## config.mk

```make
export PLATFORM = sky130hd
export DESIGN_NAME = pulse_stretch
export DESIGN_NICKNAME = d
export VERILOG_FILES = /design/src/rtl/pulse_stretch_pkg.sv /design/src/rtl/edge_det.sv /design/src/rtl/pulse_stretch.sv
export SDC_FILE = /design/constraint.sdc
export NUM_CORES = 1
export LEC_CHECK = 0
export CORE_AREA = 5 5 42 44
export DETAILED_ROUTE_END_ITERATION = 16
export DIE_AREA = 0 0 47 49
export PLACE_DENSITY = 0.7
export SYNTH_ARGS = -nofsm -noshare
export SYNTH_HDL_FRONTEND = slang
export SYNTH_SLANG_ARGS = --single-unit
```

## constraint.sdc

```tcl
create_clock -name clk -period 2 [get_ports clk]
set_input_delay 0.2 -clock clk [delete_from_list [all_inputs] [get_ports clk]]
set_output_delay 0.2 -clock clk [all_outputs]
set_load 0.05 [all_outputs]
```

## src/rtl/pulse_stretch_pkg.sv

```systemverilog
// rtl/pulse_stretch_pkg.sv - shared state enum and default parameters for pulse_stretch
//
// Purpose : common types and constants for pulse_stretch and its sub-module.
// Contents: state_e (IDLE, HIGH, GAP), default HIGH_CYC / GAP_CYC / QW values,
//           max_int helper used to size the phase counter.
package pulse_stretch_pkg;

   typedef enum logic [1:0] {
      IDLE = 2'd0,
      HIGH = 2'd1,
      GAP  = 2'd2
   } state_e;

   localparam int DEF_HIGH_CYC = 4;
   localparam int DEF_GAP_CYC  = 2;
   localparam int DEF_QW       = 2;

   function automatic int max_int(input int a, input int b);
      return (a > b) ? a : b;
   endfunction

endpackage

```

## src/rtl/edge_det.sv

```systemverilog
// rtl/edge_det.sv - registered rising-edge detector for a level input
//
// Purpose: emits a one-cycle pulse on rise, one cycle after d goes 0->1.
// Ports  : clk   - clock
//          rst_n - asynchronous active-low reset
//          d     - level input
//          rise  - registered rising-edge pulse
module edge_det (
   input  logic clk,
   input  logic rst_n,
   input  logic d,
   output logic rise
);

   logic d_q;
   logic rise_q;

   always_ff @(posedge clk or negedge rst_n) begin
      if (!rst_n) begin
         d_q    <= 1'b0;
         rise_q <= 1'b0;
      end else begin
         d_q    <= d;
         rise_q <= d & ~d_q;
      end
   end

   assign rise = rise_q;

endmodule

```

## src/rtl/pulse_stretch.sv

```systemverilog
// rtl/pulse_stretch.sv - request pulse stretcher with pending queue and mandatory gap
//
// Purpose : each accepted request produces HIGH_CYC cycles of level_o = 1
//           followed by GAP_CYC low cycles; requests arriving while busy are
//           counted in a saturating pending counter.
// Config  : PULSE_STRETCH_EDGE_EN - when defined, pulse_i is a level and only
//           its (registered) rising edge counts as a request.
// Ports   : clk       - clock, rising edge
//           rst_n     - asynchronous active-low reset
//           pulse_i   - request input
//           clr_i     - synchronous flush/abort
//           level_o   - registered stretched output
//           busy_o    - state is not IDLE
//           pending_o - accepted requests not yet started
//           ovf_o     - sticky dropped-request flag
module pulse_stretch
   import pulse_stretch_pkg::*;
#(
   parameter int HIGH_CYC = DEF_HIGH_CYC,
   parameter int GAP_CYC  = DEF_GAP_CYC,
   parameter int QW       = DEF_QW
) (
   input  logic          clk,
   input  logic          rst_n,
   input  logic          pulse_i,
   input  logic          clr_i,
   output logic          level_o,
   output logic          busy_o,
   output logic [QW-1:0] pending_o,
   output logic          ovf_o
);

   // +1 keeps the width non-zero when both phases are a single cycle.
   localparam int CW = $clog2(max_int(HIGH_CYC, GAP_CYC) + 1);

   localparam logic [CW-1:0] HIGH_LAST = CW'(HIGH_CYC - 1);
   localparam logic [CW-1:0] GAP_LAST  = CW'(GAP_CYC - 1);
   localparam logic [CW-1:0] CNT_ONE   = CW'(1);
   localparam logic [QW-1:0] PEND_ONE  = QW'(1);
   localparam logic [QW-1:0] PEND_MAX  = {QW{1'b1}};

   state_e          state_q, state_d;
   logic [CW-1:0]   cnt_q, cnt_d;
   logic [QW-1:0]   pend_q, pend_d;
   logic            ovf_q, ovf_d;
   logic            level_q, level_d;

   logic            req;
   logic            start;
   logic            consume;
   logic            dec;
   logic            inc;

`ifdef PULSE_STRETCH_EDGE_EN
   edge_det u_edge_det (
      .clk   (clk),
      .rst_n (rst_n),
      .d     (pulse_i),
      .rise  (req)
   );
`else
   assign req = pulse_i;
`endif

   always_comb begin
      state_d = state_q;
      cnt_d   = cnt_q;
      pend_d  = pend_q;
      ovf_d   = ovf_q;
      start   = 1'b0;
      consume = 1'b0;
      dec     = 1'b0;

      case (state_q)
         IDLE: begin
            // Queued work takes precedence; a live request is then counted.
            if (pend_q != '0) begin
               start = 1'b1;
               dec   = 1'b1;
            end else if (req) begin
               start   = 1'b1;
               consume = 1'b1;
            end
         end
         HIGH: begin
            if (cnt_q == HIGH_LAST) begin
               state_d = GAP;
               cnt_d   = '0;
            end else begin
               cnt_d = cnt_q + CNT_ONE;
            end
         end
         GAP: begin
            if (cnt_q == GAP_LAST) begin
               if (pend_q != '0) begin
                  start = 1'b1;
                  dec   = 1'b1;
               end else if (req) begin
                  start   = 1'b1;
                  consume = 1'b1;
               end else begin
                  state_d = IDLE;
                  cnt_d   = '0;
               end
            end else begin
               cnt_d = cnt_q + CNT_ONE;
            end
         end
         default: begin
            state_d = IDLE;
            cnt_d   = '0;
         end
      endcase

      if (start) begin
         state_d = HIGH;
         cnt_d   = '0;
      end

      // A request not started this edge must be queued (or dropped if full).
      inc = req & ~consume;
      if (inc && !dec) begin
         if (pend_q == PEND_MAX) begin
            ovf_d = 1'b1;
         end else begin
            pend_d = pend_q + PEND_ONE;
         end
      end else if (dec && !inc) begin
         pend_d = pend_q - PEND_ONE;
      end

      if (clr_i) begin
         state_d = IDLE;
         cnt_d   = '0;
         pend_d  = '0;
         ovf_d   = 1'b0;
      end

      level_d = (state_d == HIGH);
   end

   always_ff @(posedge clk or negedge rst_n) begin
      if (!rst_n) begin
         state_q <= IDLE;
         cnt_q   <= '0;
         pend_q  <= '0;
         ovf_q   <= 1'b0;
         level_q <= 1'b0;
      end else begin
         state_q <= state_d;
         cnt_q   <= cnt_d;
         pend_q  <= pend_d;
         ovf_q   <= ovf_d;
         level_q <= level_d;
      end
   end

   assign level_o   = level_q;
   assign busy_o    = (state_q != IDLE);
   assign pending_o = pend_q;
   assign ovf_o     = ovf_q;

endmodule

```

=== Word-level counts from Yosys, hierarchy flattened ===
Index checks and enable logic that the tools add are counted.

* Register bits after elaboration: 9
* Bits of input ports: 4
* Output and inout bits: 5
* Logic and storage cells: 64

* Add/subtract/negate cells: 3
* Equal/unequal tests: 10
* Multiplexer cells: 31
* Bitwise gates (word level): 2
* Reduce and logical (&&, ||, !) cells: 13

{| class="wikitable"
|+ Operators with widths
! kind !! number
|-
| 2-to-1 mux 2 bit || 10
|-
| 2-to-1 mux 3 bit || 6
|-
| 2-to-1 mux 1 bit || 10
|-
| != test 5 bit, second input constant || 2
|-
| case mux 3 bit (3 select lines) || 1
|-
| nonzero test 2 bit || 4
|-
| != test 3 bit, second input constant || 2
|-
| case mux 1 bit (2 select lines) || 3
|-
| case mux 2 bit (3 select lines) || 1
|-
| equality test 2 x 1 -> 1 bit, second input constant || 2
|-
| equality test 2 bit, second input constant || 2
|-
| AND reduction 2 bit || 2
|-
| adder 3 x 1 -> 3 bit, second input constant || 1
|-
| equality test 3 x 1 -> 1 bit, second input constant || 1
|-
| equality test 3 x 2 -> 1 bit, second input constant || 1
|-
| AND reduction 3 bit || 1
|-
| nonzero test 3 bit || 1
|-
| adder 2 x 1 -> 2 bit, second input constant || 1
|-
| logical AND 1 bit || 2
|-
| zero test 1 bit || 2
|-
| zero test 2 bit || 1
|-
| subtractor 2 x 1 -> 2 bit, second input constant || 1
|-
| AND 1 bit || 1
|-
| inverter 1 bit || 1
|}

=== Depth between registers and ports, before layout ===
Gate-level depths: netlist (run 1).

* Depth after elaboration: 11
* Depth in mapped cells: 6
* Mapped depth without buffers: 6

=== Worst setup path after synthesis (run 1) ===
No wires, ideal clock.

* Path type: register to register
* Start point: register pend_q[1] (netlist: pending_o[1])
* End point: register state_q[1]
* Setup time: 0.120 ns
* Arrival time: 1.544 ns
* Data required time: 1.880 ns
* Setup slack: 0.336 ns
* Stages on the path, launching flop included: 5
* Path buffers: 0
* Period minus slack after synthesis: 1.664 ns
* Cells stage by stage: dfrtp_1 or3_4 a21oi_1 a31oi_1 and3_1

* Word-level cells in the longest chain between the ends: 6
* Elaborated cells on any way between the ends: 9
* Classes of those cells: mux (8); reduce/logical (1)

{| class="wikitable"
|+ RTL lines
! element !! line !! source
|-
| start: declaration || pulse_stretch.sv:44 || <nowiki>logic [QW-1:0] pend_q, pend_d;</nowiki>
|-
| start signal: assignment || pulse_stretch.sv:152 || <nowiki>pend_q <= pend_d;</nowiki>
|-
| nonzero test 2 bit (*) || pulse_stretch.sv:77, pulse_stretch.sv:95 ||
|-
| 2-to-1 mux 2 bit / 2-to-1 mux 1 bit (equally long branches) || pulse_stretch.sv:95, pulse_stretch.sv:77 ||
|-
| 2-to-1 mux 2 bit / 2-to-1 mux 1 bit (equally long branches) || pulse_stretch.sv:94 || <nowiki>if (cnt_q == GAP_LAST) begin</nowiki>
|-
| case mux 2 bit (3 select lines) / case mux 1 bit (2 select lines) (equally long branches) || pulse_stretch.sv:74 || <nowiki>case (state_q)</nowiki>
|-
| 2-to-1 mux 2 bit (*) || pulse_stretch.sv:115 || <nowiki>if (start) begin</nowiki>
|-
| 2-to-1 mux 2 bit (*) || pulse_stretch.sv:132 || <nowiki>if (clr_i) begin</nowiki>
|-
| named net state_d[1] || pulse_stretch.sv:42 || <nowiki>state_e state_q, state_d;</nowiki>
|-
| end signal: assignment || pulse_stretch.sv:150 || <nowiki>state_q <= state_d;</nowiki>
|-
| end: declaration || pulse_stretch.sv:42 ||
|}

Mark *: on every way through the listed nets, which the timed path passes. The rest lies on a longest branch.
A chain may end at the register's enable or synchronous reset.

=== Final worst setup path (run 1) ===
* Start point: register pend_q[1] (netlist: pending_o[1])
* End point: output pending_o[1]

{| class="wikitable"
|+ RTL lines
! element !! line !! source
|-
| end: declaration || pulse_stretch.sv:29 || <nowiki>output logic [QW-1:0] pending_o,</nowiki>
|}

No word-level cell between the ends.

==> results of run 1 <==
[metal layers]
layer	track usage, %	wire, um	vias up
met1	14.5	543	221
li1	-	-	258
met5	0	0	-
met2	15.8	501	5
met4	5.53	13	0
met3	4.06	41	2
[synthesized netlist by cell type]
master	number
nor2_1	5
nand2b_1	4
a311o_1	3
ha_1	9
a21o_1	1
a22o_2	2
dfrtp_1	9
or3_4	1
clkinv_1	1
nand2_1	1
and2_1	1
a2bb2oi_1	1
o21ai_0	2
o21ai_1	1
a21oi_1	7
buf_1	1
and3_1	1
mux2_2	1
inv_1	9
o22ai_1	2
nor3_1	1
a31oi_1	2
or2b_1	1
nor2b_1	1
[state kept, by name (all words and copies together) (netlist names)]
signal     flops
cnt_q          3
level_o        1
ovf_o          1
pending_o      2
state_q        2
[path summary, 6_finish.rpt]
path,start,to,slack [ps],cells past startpoint
max,pending_o[1],pending_o[1],270,1
min,rst_n,cnt_q[2],240,1
max reg2reg,cnt_q[0],pending_o[0],330,5
min reg2reg,ovf_o,ovf_o,520,2
min in group clk,ovf_o,ovf_o,520,2
max in group asynchronous,rst_n,state_q[0],1470,1
[power by group]
group	leakage, nW	internal [mW]	switching (mW)
Sequential	0.123	0.189	0.00559
Combinational	0.194	0.0380	0.0606
Clock	0.0150	0.0764	0.0553
Total	0.332	0.303	0.121
[worst register-to-register path, cell delays in order, from the launching register on]
cell and delay (ps):
dfrtp_1 430, ha_1 230, nor2b_1 150, a21oi_1 310
mux2_2 370, nor2_1 100
[cell type report]
cell class                      instances  area share, %
Sequential cell                         9           30.4
Tap cell                               16           2.70
Multi-Input combinational cell         47           47.9
Clock buffer                            4           3.54
Timing Repair Buffer                    8           10.5
Inverter                               10           5.06
[cells by family after synthesis]
kind of cell / Yosys count
AOI/OAI and AO/OA: 21
adders and majority gates: 9
DFF: 9
and+or+nand+nor: 16
muxes: 1
buffers and inverters: 11
[stage by stage]
step,util [%],worst slack [ps]
global placement,51.1,294
CTS,52.9,255
floorplan,-,336
detailed placement,51.1,295
finish,52.9,267
global route,52.9,217
==> impl_metrics.csv, run 1 <==
group,metric,value,unit
status,status,"complete, no violations",
route,ant_nets,0,
logic_synthesis,avgSynthCellArea,9.28,um2
logic_synthesis,netlist_instances,67,
clock_network,clkSlewWorstSetupHoldPaths,60,ps
logic_synthesis,synth-xor-area-share,0,%
setup_path,crit_path_start_kind,"flip-flop",
power,vdd_drop_max,0.357,mV
route,avgViaCountPerCell,5.17,
clock_network,ctsHoldBuffers,0,
logic_synthesis,synth_top_area_share,36.2,%
timing,fin_hold_ws,243,ps
finish,area_growth,19.3,%
logic_synthesis,synth-simple-area-share,14.5,%
setup_path,crit_fanout,7,
timing,fmax,577,MHz
finish,nFillCells,133,
setup_path,required,1800,ps
timing,max-slew-margin-rel,66.9,%
hold_path,min_path_type,"primary input to asynchronous set/reset pin",
route,routed_wl,1.10,mm
die,die-width,47,um
clock_network,tritoncts,"done",
finish,multi_input_area,355,um2
finish,seq_area,225,um2
place,post-place-cells,90,
finish,final_nets,92,
clock_network,cts_htree_levels,1,
die,initial_core_util,44.4,%
die,die-area,0.00230,mm2
place,io_buffers,8,
logic_synthesis,synth_top_cells_by_area,"dfrtp_1 36%, ha_1 18%, a21oi_1 5.6%",
setup_path,slowest_stage,"clkdlybuf4s50_1",
clock_network,ctsResizeCount,0,
timing,worst_pin_slew,495,ps
global_route,grt_max_degree,10,
clock_network,cts_made_buffers,3,
logic_synthesis,synth-seq-cells,9,
setup_path,critPathBufInv,1,
global_route,grt_overflow,0,
global_route,grt_pass1_vias,468,
logic_synthesis,synthAdderAreaFrac,18.1,%
timing,drv_slew,0,
route,initialDrtViolationCount,7,
logic_synthesis,synthMuxAreaShare,1.81,%
global_route,grt_pass1_wl,1.86,mm
route,routedWlPerCell,11.7,um
logic_synthesis,synth_area,622,um2
finish,n_antenna_cell,0,
timing,finalCritPeriodShare,86.7,%
setup_path,path_class,"flip-flop to output pin",
die,core,0.00140,mm2
setup_path,path_cells,"clkdlybuf4s50_1",
die,ioPinCount,9,
setup_path,critPathTopFamily,"buffers and inverters",
clock_network,clockBufferDepth,2,
timing,tns,0,ps
timing,fin_skew,3.32,ps
route,drt_pass1_iterations,2,
logic_synthesis,syn_nets,80,
timing,rsz0062_at_grt,"no",
finish,mostFrequentLayoutCells,"9 x inv_1, 9 x ha_1, 9 x dfrtp_1",
timing,setup_viol,0,
power,powerDensity,572,mW/mm2
clock_network,clock_latency,250,ps
place,gp_congestion,0.730,
setup_path,worst_ep_arrival_time,1530,ps
logic_synthesis,ys_types,24,
route,route.vias.total,486,
logic_synthesis,ys_seq_area_share,36.2,%
global_route,antenna_found_initial,0,
logic_synthesis,synth-compound-area-share,22.7,%
logic_synthesis,synth_largest_area_cell,"dfrtp_1",
timing,period_needed,1730,ps
finish,finalInstanceArea,742,um2
clock_network,cts_setup_buffers,0,
finish,final-instance-count-excl-fill,94,
power,power.leakage,0.332,nW
setup_path,worstSetupEndpointType,"output pin",
die,num_rows,14,
route,drc,0,
global_route,track_usage,11.2,%
setup_path,critical_path.max_stage_delay,840,ps
clock_network,numClockSinks,9,
timing,hold_violations,0,
place,placed_cell_area,716,um2
power,total_power,0.425,mW
finish,drive_gt1_share,10.3,%
place,place_hpwl,882,um
clock_network,clockRootBuffer,"clkbuf_4",
job,maxCapViolations,0,
logic_synthesis,synth_top_family_by_area,"compound AO/OA/AOI/OAI gates",
logic_synthesis,yosys_warnings,0,
die,chipHeight,49,um
(Power assumes the default switching activity.)
==> run 2, diff against run 1 <==
Settings changed: CELL_PAD_IN_SITES_DETAIL_PLACEMENT set to 0, CELL_PAD_IN_SITES_GLOBAL_PLACEMENT set to 2, CORE_AREA 5 5 42 44 to unset, CORE_MARGIN set to 5, CORE_UTILIZATION set to 31, DIE_AREA 0 0 47 49 to unset, PLACE_DENSITY 0.7 to unset, PLACE_DENSITY_LB_ADDON set to 0.1, SLEW_MARGIN set to 0.
==> impl_metrics.csv, run 2 (synthesis gave the netlist of run 1 again) <==
group,metric,value,unit
finish,mostFrequentLayoutCells,"9 x inv_1, 9 x ha_1, 9 x dfrtp_1",
global_route,grt_max_degree,10,
power,powerDensity,577,mW/mm2
power,power.leakage,0.332,nW
finish,n_antenna_cell,0,
place,io_buffers,8,
timing,rsz0062_at_grt,"no",
power,clock_power_share,32.3,%
clock_network,ctsResizeCount,0,
power,combPwrFrac,23.0,%
clock_network,cts_htree_levels,1,
global_route,grt_pass1_vias,522,
job,maxCapViolations,0,
global_route,track_usage,11.0,%
clock_network,clockRootBuffer,"clkbuf_4",
setup_path,worstSetupEndpointType,"output pin",
clock_network,cts_made_buffers,3,
timing,fmax,573,MHz
route,route.vias.total,516,
die,initial_core_util,32.0,%
place,pre_cts_ws,330,ps
finish,drive_gt1_share,10.3,%
route,routedWlPerCell,11.9,um
setup_path,crit_path_start_kind,"flip-flop",
finish,area_growth,21.5,%
setup_path,slowest_stage,"clkdlybuf4s50_1",
setup_path,regToRegStartpoint,"cnt_q[0]",
timing,drv_slew,0,
setup_path,critical_path.max_stage_delay,840,ps
die,num_rows,16,
route,routed_wl,1.25,mm
power,internal_power,0.304,mW
timing,tns,0,ps
timing,worst_pin_slew,496,ps
die,die-width,54.8,um
timing,period_needed,1750,ps
die,chipHeight,54.8,um
timing,setup_viol,0,
route,drc,0,
setup_path,path_cells,"clkdlybuf4s50_1",
clock_network,clock_latency,260,ps
die,core,0.00194,mm2
finish,largest_reg_flops,3,
clock_network,clockBufferDepth,2,
hold_path,min_path_type,"primary input to asynchronous set/reset pin",
clock_network,ctsHoldBuffers,0,
global_route,antenna_found_initial,0,
timing,max-slew-margin-rel,66.8,%
global_route,grt_overflow,0,
clock_network,clkSlewWorstSetupHoldPaths,60,ps
place,gp_congestion,0.751,
setup_path,r2r-end,"pending_o[0]",
clock_network,tritoncts,"done",
power,p_seq_share,44.6,%
setup_path,crit_fanout,7,
global_route,grt_pass1_wl,2.30,mm
place,place_hpwl,956,um
power,vdd_drop_max,0.311,mV
setup_path,r2r_cells,5,
setup_path,critPathBufInv,1,
timing,setup_slack,254,ps
die,ioPinCount,9,
setup_path,path_class,"flip-flop to output pin",
finish,final_nets,92,
setup_path,required,1800,ps
status,status,"complete, no violations",
die,die-area,0.00300,mm2
clock_network,cts_setup_buffers,0,
clock_network,numClockSinks,9,
power,sw_frac_of_total,30.3,%
timing,finalCritPeriodShare,87.3,%
route,avgViaCountPerCell,4.91,
setup_path,worst_ep_arrival_time,1550,ps
setup_path,r2r_setup_slack,370,ps
route,initialDrtViolationCount,12,
power,p_switching,0.132,mW
setup_path,critPathTopFamily,"buffers and inverters",
finish,regMostFlops,"cnt_q",
route,drt_pass1_iterations,4,
timing,fin_skew,4.10,ps
route,ant_nets,0,
timing,hold_violations,0,
==> run 2: how the worst max path moves through the flow <==
stage / startpoint / end / slack, ps / depth (start not counted)
after floorplan: pending_o[1] / state_q[1] / 340 / 4
after global placement: pulse_i / state_q[1] / 340 / 5
after detailed placement: pulse_i / state_q[1] / 330 / 5
after CTS: pending_o[1] / pending_o[1] / 250 / 1
after global routing: pending_o[1] / pending_o[1] / 210 / 1
final: pending_o[1] / pending_o[1] / 250 / 1
==> run 2: cell type report <==
| class | count | area [um2] |
|---|---|---|
| Sequential cell | 9 | 225 |
| Timing Repair Buffer | 8 | 77.6 |
| Multi-Input combinational cell | 47 | 355 |
| Inverter | 10 | 37.5 |
| Tap cell | 27 | 33.8 |
| Fill cell | 209 | 1190 |
| Clock buffer | 4 | 26.3 |
==> run 2: metal layers <==
metal  vias up  part of all wire [%]  GRT usage (%)
met1       252                    46           12.5
met3         2                   4.0           4.36
li1        253                     -              -
met4         0                  0.96           4.98
met2         9                    49           17.7
met5         -                     0              0
==> run 2: power groups by stage <==
stage	Clock, mW	Combinational [mW]	Sequential, mW
6_report	0.141	0.100	0.195
5_1_grt	0.163	0.111	0.195
4_1_cts	0.150	0.102	0.195
3_5_place_dp	0	0.101	0.198
3_3_place_gp	0	0.103	0.198
2_1_floorplan	0	0.0535	0.212
==> run 2: per-stage QoR <==
stage | hold WS, ps | std cells | cell area [um2] | power [mW] | util, %
2_1_floorplan | -95.6 | 67 | 622 | 0.266 | -
3_3_place_gp | 487 | 101 | 729 | 0.301 | 37.6
3_5_place_dp | 497 | 101 | 729 | 0.299 | 37.6
4_1_cts | 253 | 105 | 756 | 0.446 | 38.9
5_1_grt | 273 | 105 | 756 | 0.469 | 38.9
6_report | 245 | 105 | 756 | 0.436 | 38.9
